[config.mk]
export PLATFORM = sky130hd
export DESIGN_NAME = data_bus_if_flat
export DESIGN_NICKNAME = d
export VERILOG_FILES = /design/src/rtl/data_bus_if_if.sv /design/src/rtl/data_bus_if.sv /design/src/flat_wrapper.sv
export SDC_FILE = /design/constraint.sdc
export NUM_CORES = 1
export LEC_CHECK = 0
export CAP_MARGIN = 40
export CORE_ASPECT_RATIO = 1.1
export CORE_MARGIN = 10
export CORE_UTILIZATION = 38
export CTS_CLUSTER_DIAMETER = 80
export DETAILED_ROUTE_END_ITERATION = 7
export HOLD_SLACK_MARGIN = 0.05
export PLACE_DENSITY = 0.82
export SYNTH_ARGS = -nofsm -noshare
export SYNTH_HDL_FRONTEND = slang
export SYNTH_SLANG_ARGS = --single-unit
[constraint.sdc]
create_clock -name clk -period 1.62 [get_ports clk]
set_input_delay 0.324 -clock clk [delete_from_list [all_inputs] [get_ports clk]]
set_output_delay 0.324 -clock clk [all_outputs]
set_load 0.1 [all_outputs]
[src/rtl/data_bus_if_if.sv]
// data_bus_if_if: external data-bus handshake signals shared by the bus master and the memory slave.
interface data_bus_if_if;
   logic        req;
   logic        we;
   logic [31:0] addr;
   logic [3:0]  sel;
   logic [31:0] wdata;
   logic        ack;
   logic [31:0] rdata;
   logic        err;
   modport master (output req, we, addr, sel, wdata, err, input ack, rdata);
   modport slave  (input req, we, addr, sel, wdata, err, output ack, rdata);
endinterface

[src/rtl/data_bus_if.sv]
// data_bus_if: turns MEM-stage requests into req/ack bus accesses, stalling the pipeline until completion,
// with flush draining and timeout abort.
module data_bus_if #(
   parameter int TIMEOUT = 16,
   parameter int CW      = 5
) (
   input  logic          clk,
   input  logic          rst,
   input  logic          mem_ce_i,
   input  logic          mem_we_i,
   input  logic [3:0]    mem_sel_i,
   input  logic [31:0]   mem_addr_i,
   input  logic [31:0]   mem_data_i,
   input  logic          flush_i,
   output logic [31:0]   mem_data_o,
   output logic          stallreq_o,
   data_bus_if_if.master bus
);
   localparam logic [1:0] IDLE  = 2'd0;
   localparam logic [1:0] WAIT  = 2'd1;
   localparam logic [1:0] DONE  = 2'd2;
   localparam logic [1:0] DRAIN = 2'd3;
   logic [1:0]    state;
   logic [CW-1:0] cnt;
   logic [31:0]   rdq;
   logic          go;
   logic          tmo;
   logic          unused_lsb;
   assign unused_lsb = ^mem_addr_i[1:0];
   always_comb begin
      go         = mem_ce_i & ~flush_i;
      tmo        = cnt == CW'(TIMEOUT - 1);
      // gated by rst so the stall also vanishes the instant reset asserts
      stallreq_o = rst & ((state == IDLE || state == DRAIN) ? go : (state == WAIT) & ~flush_i);
      mem_data_o = (state == DONE) ? rdq : '0;
   end
   always_ff @(posedge clk or negedge rst) begin
      if (!rst) begin
         state     <= IDLE;
         cnt       <= '0;
         rdq       <= '0;
         bus.req   <= 1'b0;
         bus.we    <= 1'b0;
         bus.addr  <= '0;
         bus.sel   <= '0;
         bus.wdata <= '0;
         bus.err   <= 1'b0;
      end else begin
         bus.err <= 1'b0;
         case (state)
            IDLE: if (go) begin
               bus.req   <= 1'b1;
               bus.we    <= mem_we_i;
               bus.addr  <= {mem_addr_i[31:2], 2'b00};
               bus.sel   <= mem_sel_i;
               bus.wdata <= mem_data_i;
               cnt       <= '0;
               state     <= WAIT;
            end
            WAIT: begin
               cnt <= cnt + 1'b1;
               if (bus.ack | tmo) begin
                  bus.req <= 1'b0;
                  rdq     <= (bus.ack & ~bus.we) ? bus.rdata : '0;
                  bus.err <= ~bus.ack & ~flush_i;
                  state   <= flush_i ? IDLE : DONE;
               end else if (flush_i) begin
                  state <= DRAIN;
               end
            end
            DONE: state <= IDLE;
            default: begin
               cnt <= cnt + 1'b1;
               if (bus.ack | tmo) begin
                  bus.req <= 1'b0;
                  state   <= IDLE;
               end
            end
         endcase
      end
   end
endmodule

[src/flat_wrapper.sv]
// flat-port wrapper written by rule: the top's interface ports become plain ports
module data_bus_if_flat 
#(
   parameter int TIMEOUT = 16,
   parameter int CW      = 5
)
  (clk, rst, mem_ce_i, mem_we_i, mem_sel_i, mem_addr_i, mem_data_i, flush_i, mem_data_o, stallreq_o, bus_req, bus_we, bus_addr, bus_sel, bus_wdata, bus_err, bus_ack, bus_rdata);
  data_bus_if_if bus_i ();
  input  logic clk;
  input  logic rst;
  input  logic mem_ce_i;
  input  logic mem_we_i;
  input  logic [3:0] mem_sel_i;
  input  logic [31:0] mem_addr_i;
  input  logic [31:0] mem_data_i;
  input  logic flush_i;
  output logic [31:0] mem_data_o;
  output logic stallreq_o;
  output wire logic [$bits(bus_i.req)-1:0] bus_req;
  output wire logic [$bits(bus_i.we)-1:0] bus_we;
  output wire logic [$bits(bus_i.addr)-1:0] bus_addr;
  output wire logic [$bits(bus_i.sel)-1:0] bus_sel;
  output wire logic [$bits(bus_i.wdata)-1:0] bus_wdata;
  output wire logic [$bits(bus_i.err)-1:0] bus_err;
  input wire logic [$bits(bus_i.ack)-1:0] bus_ack;
  input wire logic [$bits(bus_i.rdata)-1:0] bus_rdata;
  assign bus_req = bus_i.req;
  assign bus_we = bus_i.we;
  assign bus_addr = bus_i.addr;
  assign bus_sel = bus_i.sel;
  assign bus_wdata = bus_i.wdata;
  assign bus_err = bus_i.err;
  assign bus_i.ack = bus_ack;
  assign bus_i.rdata = bus_rdata;
  data_bus_if #(.TIMEOUT(TIMEOUT), .CW(CW)) u_core (.clk(clk), .rst(rst), .mem_ce_i(mem_ce_i), .mem_we_i(mem_we_i), .mem_sel_i(mem_sel_i), .mem_addr_i(mem_addr_i), .mem_data_i(mem_data_i), .flush_i(flush_i), .mem_data_o(mem_data_o), .stallreq_o(stallreq_o), .bus(bus_i));
endmodule
==> metrics <==
outcome finished with violations; failing checks setup timing; slowest stage cell, crit path dfrtp_1; Final Cycle Share 121%; hold crit path type input pin to async pin; die footprint 17100 µm²; reg2reg start u_core.cnt[1]; Worst Tran Pin Value 0.573 ns; Layout Utilization 74.6%; largest net degree at the start of global routing 109; Antenna Cells 0; Slew headroom 61.8%; fillers 735; first-pass GRT wire length 22600 µm; ys flop type dfrtp_1; final WL 15800 µm; GPL Wtd Cong 0.786; Vias 3796; root buffer cell clkbuf_16; most common cell in the netlist dfrtp_1; CP Max Fanout 3; gr ovfl total 0; Final Max Slew Viols 0; Mapped Area 4650 µm²; CTS buffer count 9; Area growth syn-to-layout 92.2%; Top Family by Delay on Critical Path flip-flops; global-route usage over all layers 16.5%; # IOs 210; synthesized instance count 378; number of buffers added on ports 205; clk_skew 0.00502 ns; synthesis warning total 0; R2R setup slack -0.04 ns; initial antenna violation count 0; CP arrival 1.64 ns; crit path buf inv count 2; Yosys reg bits 108; drt first pass iters 4; fin nets 719; asr flop ratio synth 100%; area leader, netlist dfrtp_1; Clock transition at path regs 0.07 ns; Yosys top cell area share 58.1%; EDFF count, synth 0; kind of critical path flop to output port; layout cells sized above 1 51.7%; worst stage delay on the critical path 0.36 ns; CTS tree done; Die W 125 µm; Avg Cell Area, Syn 12.3 µm²; Antenna Nets Post-Route 0; Startpoint Class flop; vias in the first global route 4072; Synth cell types 32; max_cap viols 0; clock sink count 108; DRC violations left 0; DP HPWL 11000 µm; Achievable Freq 0.510 GHz; CP required 1.30 ns; CTS max path bufs 2; routed len/inst 20.6 µm; CP Capture Type output port; Starting Density 38.8%; Iteration-0 DRC Markers 181; RSZ-0062 raised after global routing yes; FF-to-FF path depth 8; register area share after synthesis 58.1%; die height 136 µm; site row count 42; Final Hold Viols 0; latest clock arrival within the worst-skew pair 0.34 ns; core area 12000 µm²; top cells by area, synth dfrtp_1 58%, mux2_4 9.7%, mux2_2 9.2%, nand2_1 5.4%, and2_1 4.3%; RR Endpoint u_core.rdq[3]; minimum clock period 1.96 ns; multi-input logic area 2130 µm²; Synth top cells by count 108 x dfrtp_1, 67 x nand2_1, 38 x mux2_2; htree depth 3; Final setup violation count 37; register area 2700 µm²; vias per inst 4.95; crit path cell chain inv_2 > ha_4 > mux2_4 > and3_4 > buf_12; Final WS setup -0.340 ns
-- kinds of logic after synthesis --
kind of cell	Yosys count	share of synthesized area (%)
compound gates	48	5.76
fa+ha+maj	5	1.35
buf+inv	33	3.77
flops	108	58.1
mux	70	19.3
other cells	1	0.0807
simple gates	113	11.6
-- routing by layer --
metal	part of all wire [%]	vias up	wire length [µm]	GRT usage [%]
met5	0	-	0	0
met4	1.5	0	245	5.19
met3	8.7	19	1380	7.25
met2	53	154	8340	28.5
met1	37	1898	5850	17.8
li1	-	1725	-	-
-- how the worst max path moves through the flow --
stage | start | end | cells after the start
global placement | flush_i | u_core.bus.addr[17] | 5
detailed placement | flush_i | u_core.bus.addr[17] | 5
floorplan | u_core.state[0] | mem_data_o[4] | 4
finish | u_core.state[0] | stallreq_o | 5
global route | u_core.state[0] | stallreq_o | 5
CTS | u_core.state[0] | stallreq_o | 5
-- state kept, by name, summed over array words and instances, names as in the netlist --
register / flops
u_core.bus.addr: 30
u_core.bus.err: 1
u_core.bus.req: 1
u_core.bus.sel: 4
u_core.bus.wdata: 32
u_core.bus.we: 1
u_core.cnt: 5
u_core.rdq: 32
u_core.state: 2
-- timing repair --
action / in CTS / in global routing
pin swaps: 7 / 16
setup buffers: 3 / 1
hold buffers: 0 / 0
hold endpoints to repair: 0 / 0
setup endpoints to repair: 57 / 67
resized for setup: 17 / 85
cloned: 1 / 7
-- layout by cell type (no fill, tap or decap), types with 2 or more instances in the layout --
cell	n
conb_1	2
clkdlybuf4s50_1	102
o22ai_1	3
buf_4	23
nand2_4	9
o21ai_2	24
inv_2	3
mux2_4	31
ha_4	4
buf_12	111
inv_1	6
mux2_2	37
o32ai_1	2
nand2_1	44
clkinvlp_4	2
o21ai_1	7
clkbuf_16	13
nor2_1	3
and3_4	2
and2_4	32
mux2i_1	2
nand2_2	14
o21ai_0	6
clkinv_4	2
a22oi_1	2
dfrtp_1	108
-- stage by stage --
| stage | std cells | setup WS [ns] | TNS, ns | hold WS, ns | instance area, µm² |
|---|---|---|---|---|---|
| after floorplan | 379 | -0.0960 | -0.598 | 0.0284 | 4770 |
| after global placement | 739 | -0.182 | -10.82 | 0.455 | 8140 |
| after detailed placement | 739 | -0.212 | -13.83 | 0.464 | 8140 |
| after CTS | 759 | -0.361 | -10.46 | 0.111 | 8550 |
| after global routing | 767 | -0.390 | -12.76 | 0.117 | 8930 |
| final | 767 | -0.340 | -9.93 | 0.0743 | 8930 |
-- final cells by class --
class / instances / area share [%]
Timing Repair Buffer: 242 / 39.8
Sequential cell: 108 / 30.3
Multi-Input combinational cell: 238 / 23.9
Clock buffer: 9 / 2.52
Tap cell: 154 / 2.16
Clock inverter: 7 / 0.980
Inverter: 9 / 0.378
-- worst register-to-register path: cells and delay by family (launching register included) --
kind | cells | cell delay, ns
buffers and inverters | 2 | 0.36
flip-flops | 1 | 0.39
AO/OA/AOI/OAI | 2 | 0.24
AND/OR/NAND/NOR | 2 | 0.22
adder cells (fa/ha/maj) | 2 | 0.36
Power is not shown: default switching activity piles up to over one toggle a cycle in this logic, so the estimate is an artifact.
